## src/rtl/ls_agu_stage.sv

```systemverilog
// Load/store address generation: selects and sign-extends the immediate, adds the base,
// flags misaligned accesses, and registers the result into a 2-entry skid buffer.
module ls_agu_stage #(
    parameter int XLEN  = 32,
    parameter int IMM_W = 12,
    parameter int CNT_W = 8
) (
    input  logic             clk,
    input  logic             rst,
    input  logic             flush,
    input  logic             in_valid,
    output logic             in_ready,
    input  logic             in_is_store,
    input  logic [IMM_W-1:0] in_load_imm,
    input  logic [IMM_W-1:0] in_store_imm,
    input  logic [XLEN-1:0]  in_base,
    input  logic [1:0]       in_size,
    output logic             out_valid,
    input  logic             out_ready,
    output logic [XLEN-1:0]  out_addr,
    output logic [XLEN-1:0]  out_offset,
    output logic             out_is_store,
    output logic [1:0]       out_size,
    output logic             out_misaligned,
    output logic [CNT_W-1:0] misalign_cnt
);
    typedef struct packed {
        logic [XLEN-1:0] addr;
        logic [XLEN-1:0] offset;
        logic            isStore;
        logic [1:0]      size;
        logic            misaligned;
    } aguEntry_t;

    localparam logic [1:0] EMPTY = 2'd0;
    localparam logic [1:0] ONE   = 2'd1;
    localparam logic [1:0] TWO   = 2'd2;
    localparam logic [CNT_W-1:0] CNT_MAX = '1;

    logic [1:0]       state;
    aguEntry_t        head, skid, newEntry;
    logic [IMM_W-1:0] imm;
    logic             accept, deliver;

    always_comb begin
        imm                 = in_is_store ? in_store_imm : in_load_imm;
        newEntry.offset     = {{(XLEN-IMM_W){imm[IMM_W-1]}}, imm};
        newEntry.addr       = in_base + newEntry.offset;
        newEntry.isStore    = in_is_store;
        newEntry.size       = in_size;
        newEntry.misaligned = 1'b0;
        unique case (in_size)
            2'd0:    newEntry.misaligned = 1'b0;
            2'd1:    newEntry.misaligned = newEntry.addr[0];
            2'd2:    newEntry.misaligned = |newEntry.addr[1:0];
            default: newEntry.misaligned = (XLEN == 64) ? |newEntry.addr[2:0] : 1'b1;
        endcase
    end

    // Handshake flags decode straight from the state register, so in_ready never sees out_ready.
    assign in_ready  = (state != TWO);
    assign out_valid = (state != EMPTY);
    assign accept    = in_valid & in_ready;
    assign deliver   = out_valid & out_ready;

    assign out_addr       = head.addr;
    assign out_offset     = head.offset;
    assign out_is_store   = head.isStore;
    assign out_size       = head.size;
    assign out_misaligned = head.misaligned;

    always_ff @(posedge clk) begin
        if (rst) begin
            state        <= EMPTY;
            head         <= '0;
            skid         <= '0;
            misalign_cnt <= '0;
        end else begin
            // A delivery still happens in a flush cycle, so it is counted regardless.
            if (deliver && head.misaligned && misalign_cnt != CNT_MAX)
                misalign_cnt <= misalign_cnt + 1'b1;
            if (flush) begin
                state <= EMPTY;
            end else begin
                unique case (state)
                    EMPTY: if (accept) begin
                        head  <= newEntry;
                        state <= ONE;
                    end
                    ONE: begin
                        if (accept && deliver) begin
                            head <= newEntry;
                        end else if (accept) begin
                            skid  <= newEntry;
                            state <= TWO;
                        end else if (deliver) begin
                            state <= EMPTY;
                        end
                    end
                    TWO: if (deliver) begin
                        head  <= skid;
                        state <= ONE;
                    end
                    default: state <= EMPTY;
                endcase
            end
        end
    end
endmodule
```

## config.mk

```make
export PLATFORM = sky130hd
export DESIGN_NAME = ls_agu_stage
export DESIGN_NICKNAME = d
export VERILOG_FILES = /design/src/rtl/ls_agu_stage.sv
export SDC_FILE = /design/constraint.sdc
export NUM_CORES = 1
export LEC_CHECK = 0
export BUFFER_PORTS_ARGS = -buffer_cell sky130_fd_sc_hd__buf_4
export CORE_ASPECT_RATIO = 1.1
export CORE_MARGIN = 2
export CORE_UTILIZATION = 55
export CTS_CLUSTER_SIZE = 12
export DETAILED_ROUTE_END_ITERATION = 6
export GPL_ROUTABILITY_DRIVEN = 1
export HOLD_SLACK_MARGIN = 0.08
export PLACE_DENSITY = 0.81
export SLEW_MARGIN = 5
export SYNTH_ARGS = -nofsm -noshare
export SYNTH_HDL_FRONTEND = slang
export SYNTH_SLANG_ARGS = --single-unit
```

## constraint.sdc

```tcl
create_clock -name clk -period 9.1 [get_ports clk]
set_clock_uncertainty 0.2 [all_clocks]
set_input_delay 0 -clock clk [delete_from_list [all_inputs] [get_ports clk]]
set_output_delay 0 -clock clk [all_outputs]
set_load 0.05 [all_outputs]
```

* Word level (Yosys, flattened, before mapping)
Index checks and enable logic that the tools add are counted.
** Storage, ports and cells
- Flip-flop bits (word level) :: 126
- Word-level logic and storage cells :: 53
** Operators by class
- Reductions and logical operators :: 12
- Add/subtract/negate cells :: 2
- Equal/unequal tests :: 11
- Mux-type cells :: 12
- Bitwise logic cells :: 4
** Operators with widths (count)
- $mux W68 :: 3
- $pmux W68 S3 :: 1
- $add A32 B32 Y32 :: 1
- $mux W12 :: 1
- $mux W2 :: 5
- $ne A2 B2 Y1 const B :: 5
- $add A8 B1 Y8 const B :: 1
- $ne A8 B8 Y1 const B :: 1
- $reduce_and A4 Y1 :: 2
- $pmux W2 S3 :: 1
- $reduce_and A5 Y1 :: 1
- $eq A2 B1 Y1 const B :: 2
- $eq A2 B2 Y1 const B :: 2
- $logic_not A2 Y1 :: 2
- $reduce_or A2 Y1 :: 2
- $logic_and A1 B1 Y1 :: 3
- $ne A3 B3 Y1 const B :: 1
- $pmux W1 S3 :: 1
- $reduce_bool A3 Y1 :: 1
- $and A1 B1 Y1 :: 2
- $not A1 Y1 :: 2
- $reduce_bool A2 Y1 :: 1

* Longest topological paths before layout
- Depth in word-level cells :: 6
- Gate-level depth with buffers :: 14

* Worst setup path after synthesis
No wires, ideal clock.
- Path kind :: in2reg
- Start point :: input port in_is_store
- End point :: register head, in the netlist out_addr[30]
- Stages on the path :: 14
- Setup slack :: 5.606 ns
- Arrival time :: 3.193 ns
- Path through :: clkbuf_1 > buf_1 > mux2i_1 > inv_1 > ha_1 > fa_1 > a211oi_1 > o21ai_2 > a31o_2 > a21oi_4 > o21bai_2 > a221oi_2 > xor2_1 > o41ai_1
** On the way
- Cells in the longest elaborated chain, start to end :: 4
- Elaborated cells between the ends (all ways) :: 5
- Those cells by class :: add/sub: 1; mux: 4
** Ends and longest elaborated chain
- from (decl) :: line 13 : input logic in_is_store,
- $mux W12 * :: line 46 : imm = in_is_store ? in_store_imm : in_load_imm;
- net imm[0] :: line 42 : logic [IMM_W-1:0] imm;
- $add A32 B32 Y32 * :: line 48 : newEntry.addr = in_base + newEntry.offset;
- $mux W68 (on tied branches) :: line 91, 86
- $pmux W68 S3 * :: line 85 : unique case (state)
- to (signal assigned) :: line 87 : head <= newEntry;
- to (signal assigned) :: line 92 : head <= newEntry;
- to (signal assigned) :: line 101 : head <= skid;
- to (decl) :: line 41 : aguEntry_t head, skid, newEntry;
The timed path passes the listed nets; every way through them passes the cells marked *. The select of a mux whose other input is x is not followed.
A chain may end at the register's enable or synchronous reset.

* Worst setup path in the final report
- Start point :: input port in_is_store
- End point :: register skid[67] (netlist name)
** On the way
- Cells in the longest elaborated chain, start to end :: 2
** Ends and longest elaborated chain
- $mux W12 :: line 46
- net imm[11] :: line 42
- $add A32 B32 Y32 :: line 48
- to (signal assigned) :: line 94 : skid <= newEntry;
- to (decl) :: line 41
The timed path passes the listed nets, and every way through them passes these cells.

==> out/metrics.csv <==
stage,metric,value,unit
outcome,status,"finished, final reports clean",
die,row_count,41,
place,gp_congestion,0.928,
grt,grt_remaining_overflow,0,
pwr,power,1.34,mW
pwr,ir_worst_vdd,0.0886,mV
min_path,hold_class,input port to flip-flop,
critical_path,critPathLaunchType,input port,
place,placed_cell_area,0.00738,mm²
routing,wl_met1,8.04,mm
routing,wl_met2,9.11,mm
grt,grt_pass1_wl,31.1,mm
yosys,syn_nets,933,
critical_path,crit_buf_inv,3,
pwr,power_density,163,mW/mm²
clocking,cts_sinks,106,
yosys,synth-main-ff-cell,dfxtp_1,
routing,post_drt_wl_per_cell,16.8,µm
die,start_util,56.3,%
yosys,ys_seq_area_share,33.0,%
sta,period_share,43.9,%
yosys,synth.cell_area,0.00644,mm²
die,dieArea,0.0126,mm²
finish,layout-drive-gt1-share,19.2,%
min_path,min_path_cells,5,
critical_path,path_cells,"dlygate4sd3_1, buf_4, mux2i_1, inv_1, ha_1, a211oi_1, o21bai_1, a211o_1, a21boi_1, o21ai_1, a211oi_1, mux2i_1, nand2_1",
sta,slew_headroom,38.4,%
sta,drv_slew,0,
clocking,clockRootBuffer,clkbuf_16,
finish,finalNetCount,1068,
yosys,ys_types,67,
critical_path,r2r_end,out_addr[31]$_SDFFE_PP0P_,
sta,clock.fmax,250,MHz
sta,tightest_slew,0.924,ns
clocking,cts_buffers,9,
critical_path,r2r_slack,6.44,ns
critical_path,required,9.15,ns
place,hpwl,11.8,mm
run,cap_violations,0,
critical_path,cpMaxStageDelayCell,dlygate4sd3_1,
critical_path,crit_type,input port to flip-flop,
critical_path,cp_slowest_stage_delay,0.54,ns
routing,routed_wl,18.9,mm
routing,firstDrtPassIters,5,
yosys,synth_seq_cells,106,
critical_path,endpoint_kind,flip-flop,
yosys,async_flop_share,0,%
sta,rsz0062_at_grt,no,
sta,fin_tns_setup,0,ns
die,coreArea,0.0114,mm²
routing,vias_per_cell,5.90,
place,io_buffers,141,
routing,vias,6638,
yosys,avgSynthCellArea,7.70,µm²
yosys,syn_inst,836,
clocking,clockBufferDepth,2,
sta,setup_viol,0,
critical_path,rr_worst_depth,7,
clocking,post_cts_buffers,0,
critical_path,path_delay_family,compound AO/OA/AOI/OAI gates,
grt,grtUsageTotal,30.1,%
finish,final_cell_area,0.00820,mm²
finish,fillCellCount,883,
die,die_x,107,µm
clocking,insertion_delay,0.35,ns
sta,finalCriticalPeriod,4.00,ns
grt,antenna_found_initial,0,
die,die_h,117,µm
finish,antenna_cells,0,
finish,areaGrowthSynthToFinish,27.3,%
yosys,ys_warn_count,0,
sta,hold_viol,0,
min_path,holdPathEnd,out_addr[24]$_SDFFE_PP0P_,
routing,drc,0,
grt,grt_max_degree,88,
clocking,path_clk_slew,0.07,ns
routing,postRouteAntennaNets,0,
routing,drt_iter0_markers,534,
yosys,synth_edf_count,0,
pwr,p_leak,3.43,nW
routing,met3WireLength,1.10,mm
clocking,cts_tree,yes,
die,ios,142,
routing,top_layer,met4,
clocking,htree_num_levels,3,
critical_path,arrival,4.04,ns
critical_path,crit_path_max_fanout,20,
min_path,min_from,in_base[24],
grt,grt_pass1_vias,6355,
critical_path,reg2reg_from,state[1]$_SDFFE_PP0P_,
sequential cells by signal, indices dropped and copies added, names as in the netlist:
name and cells:
skid 48, out_addr 32, out_offset 12, misalign_cnt 8, out_size 2, state 2, out_is_store 1, out_misaligned 1
worst max path at each step:
stage               slack [ns]  cells past startpoint        start                        end
floorplan                 5.61                     14  in_is_store  out_addr[30]$_SDFFE_PP0P_
global placement          5.48                     12  in_is_store  out_addr[30]$_SDFFE_PP0P_
detailed placement        5.37                     12  in_is_store  out_addr[30]$_SDFFE_PP0P_
CTS                       5.19                     13  in_is_store      skid[67]$_SDFFE_PP0P_
global route              4.83                     13  in_is_store      skid[66]$_SDFFE_PP0P_
finish                    5.10                     13  in_is_store      skid[67]$_SDFFE_PP0P_
synth_stat cells, types with 11 or more instances:
library cell,number,area (µm²)
nand2_1,149,559
dfxtp_1,106,2120
a21oi_1,97,485
nor2_1,69,259
clkbuf_1,42,158
ha_1,32,400
o21ai_0,25,125
nand3_1,24,120
a211oi_1,23,173
buf_4,21,158
nor3_1,20,100
xnor2_1,20,175
o211ai_1,19,143
inv_1,18,67.6
mux2i_1,17,170
xor2_1,14,123
a311oi_1,13,114
a21o_1,11,82.6
layer usage:
layer | up-vias | GRT usage, %
met4 | 0 | 14.2
li1 | 3242 | -
met5 | - | 0
met3 | 53 | 2.93
met1 | 3063 | 39.1
met2 | 280 | 49.8
timing repair:
item	4_1_cts	5_1_grt
hold endpoints to repair	69	0
hold buffers	51	0
resized for setup	0	0
through the flow:
stage               std cells  setup slack (ns)  hold slack, ns  utilization [%]
floorplan                 836              5.61          -0.123                -
global placement         1059              5.48          0.0214             64.5
detailed placement       1059              5.37          0.0224             64.5
CTS                      1126              5.19          0.0839             71.7
global route             1126              4.83           0.130             71.7
finish                   1126              5.10          0.0871             71.7
kinds of logic after synthesis:
group	share of synthesized area (%)
XOR/XNOR	4.62
buffers and inverters	6.90
multiplexers	2.64
AND/OR/NAND/NOR	20.7
adder cells (fa/ha/maj)	6.53
AO/OA/AOI/OAI	25.7
flip-flops	33.0
cell type report:
cell class | count | area [µm²] | share of cell area [%]
inverter | 20 | 75.1 | 0.916
clock inverter | 6 | 71.3 | 0.870
multi-input combinational | 636 | 3890 | 47.4
tap | 150 | 188 | 2.29
sequential | 106 | 2120 | 25.9
timing repair buffer | 198 | 1610 | 19.7
clock buffer | 10 | 239 | 2.92
worst register-to-register path: cells and delay by family (launching register included):
family                 cells  cell delay (ns)
AOI/OAI and AO/OA          1             0.16
DFF                        1             0.36
buffers and inverters      4             1.52
and+or+nand+nor            2             0.36
where the power goes:
| group | leakage (nW) | switching [mW] | total (mW) | internal, mW |
|---|---|---|---|---|
| clock network | 0.151 | 0.188 | 0.412 | 0.224 |
| logic | 2.41 | 0.270 | 0.431 | 0.161 |
| registers | 0.862 | 0.0121 | 0.495 | 0.483 |
| total | 3.43 | 0.470 | 1.34 | 0.868 |
cells in the final DEF (no fill, tap or decap), types with 5 or more instances in the layout:
cell / count
or3_1: 5
ha_1: 32
o21ai_0: 25
a211oi_1: 23
a21o_1: 11
nand4_1: 10
dlygate4sd3_1: 51
nor2_1: 69
buf_4: 147
mux2i_1: 17
o22ai_1: 5
nand3_1: 24
o21a_1: 5
nand2_1: 149
inv_1: 18
o21ai_1: 5
o211ai_1: 19
xor2_1: 14
a31oi_1: 8
a311oi_1: 13
dfxtp_1: 106
xnor2_1: 20
a21oi_1: 96
clkbuf_16: 9
nor3_1: 20
Note: power is estimated with default switching activity, not from simulation.
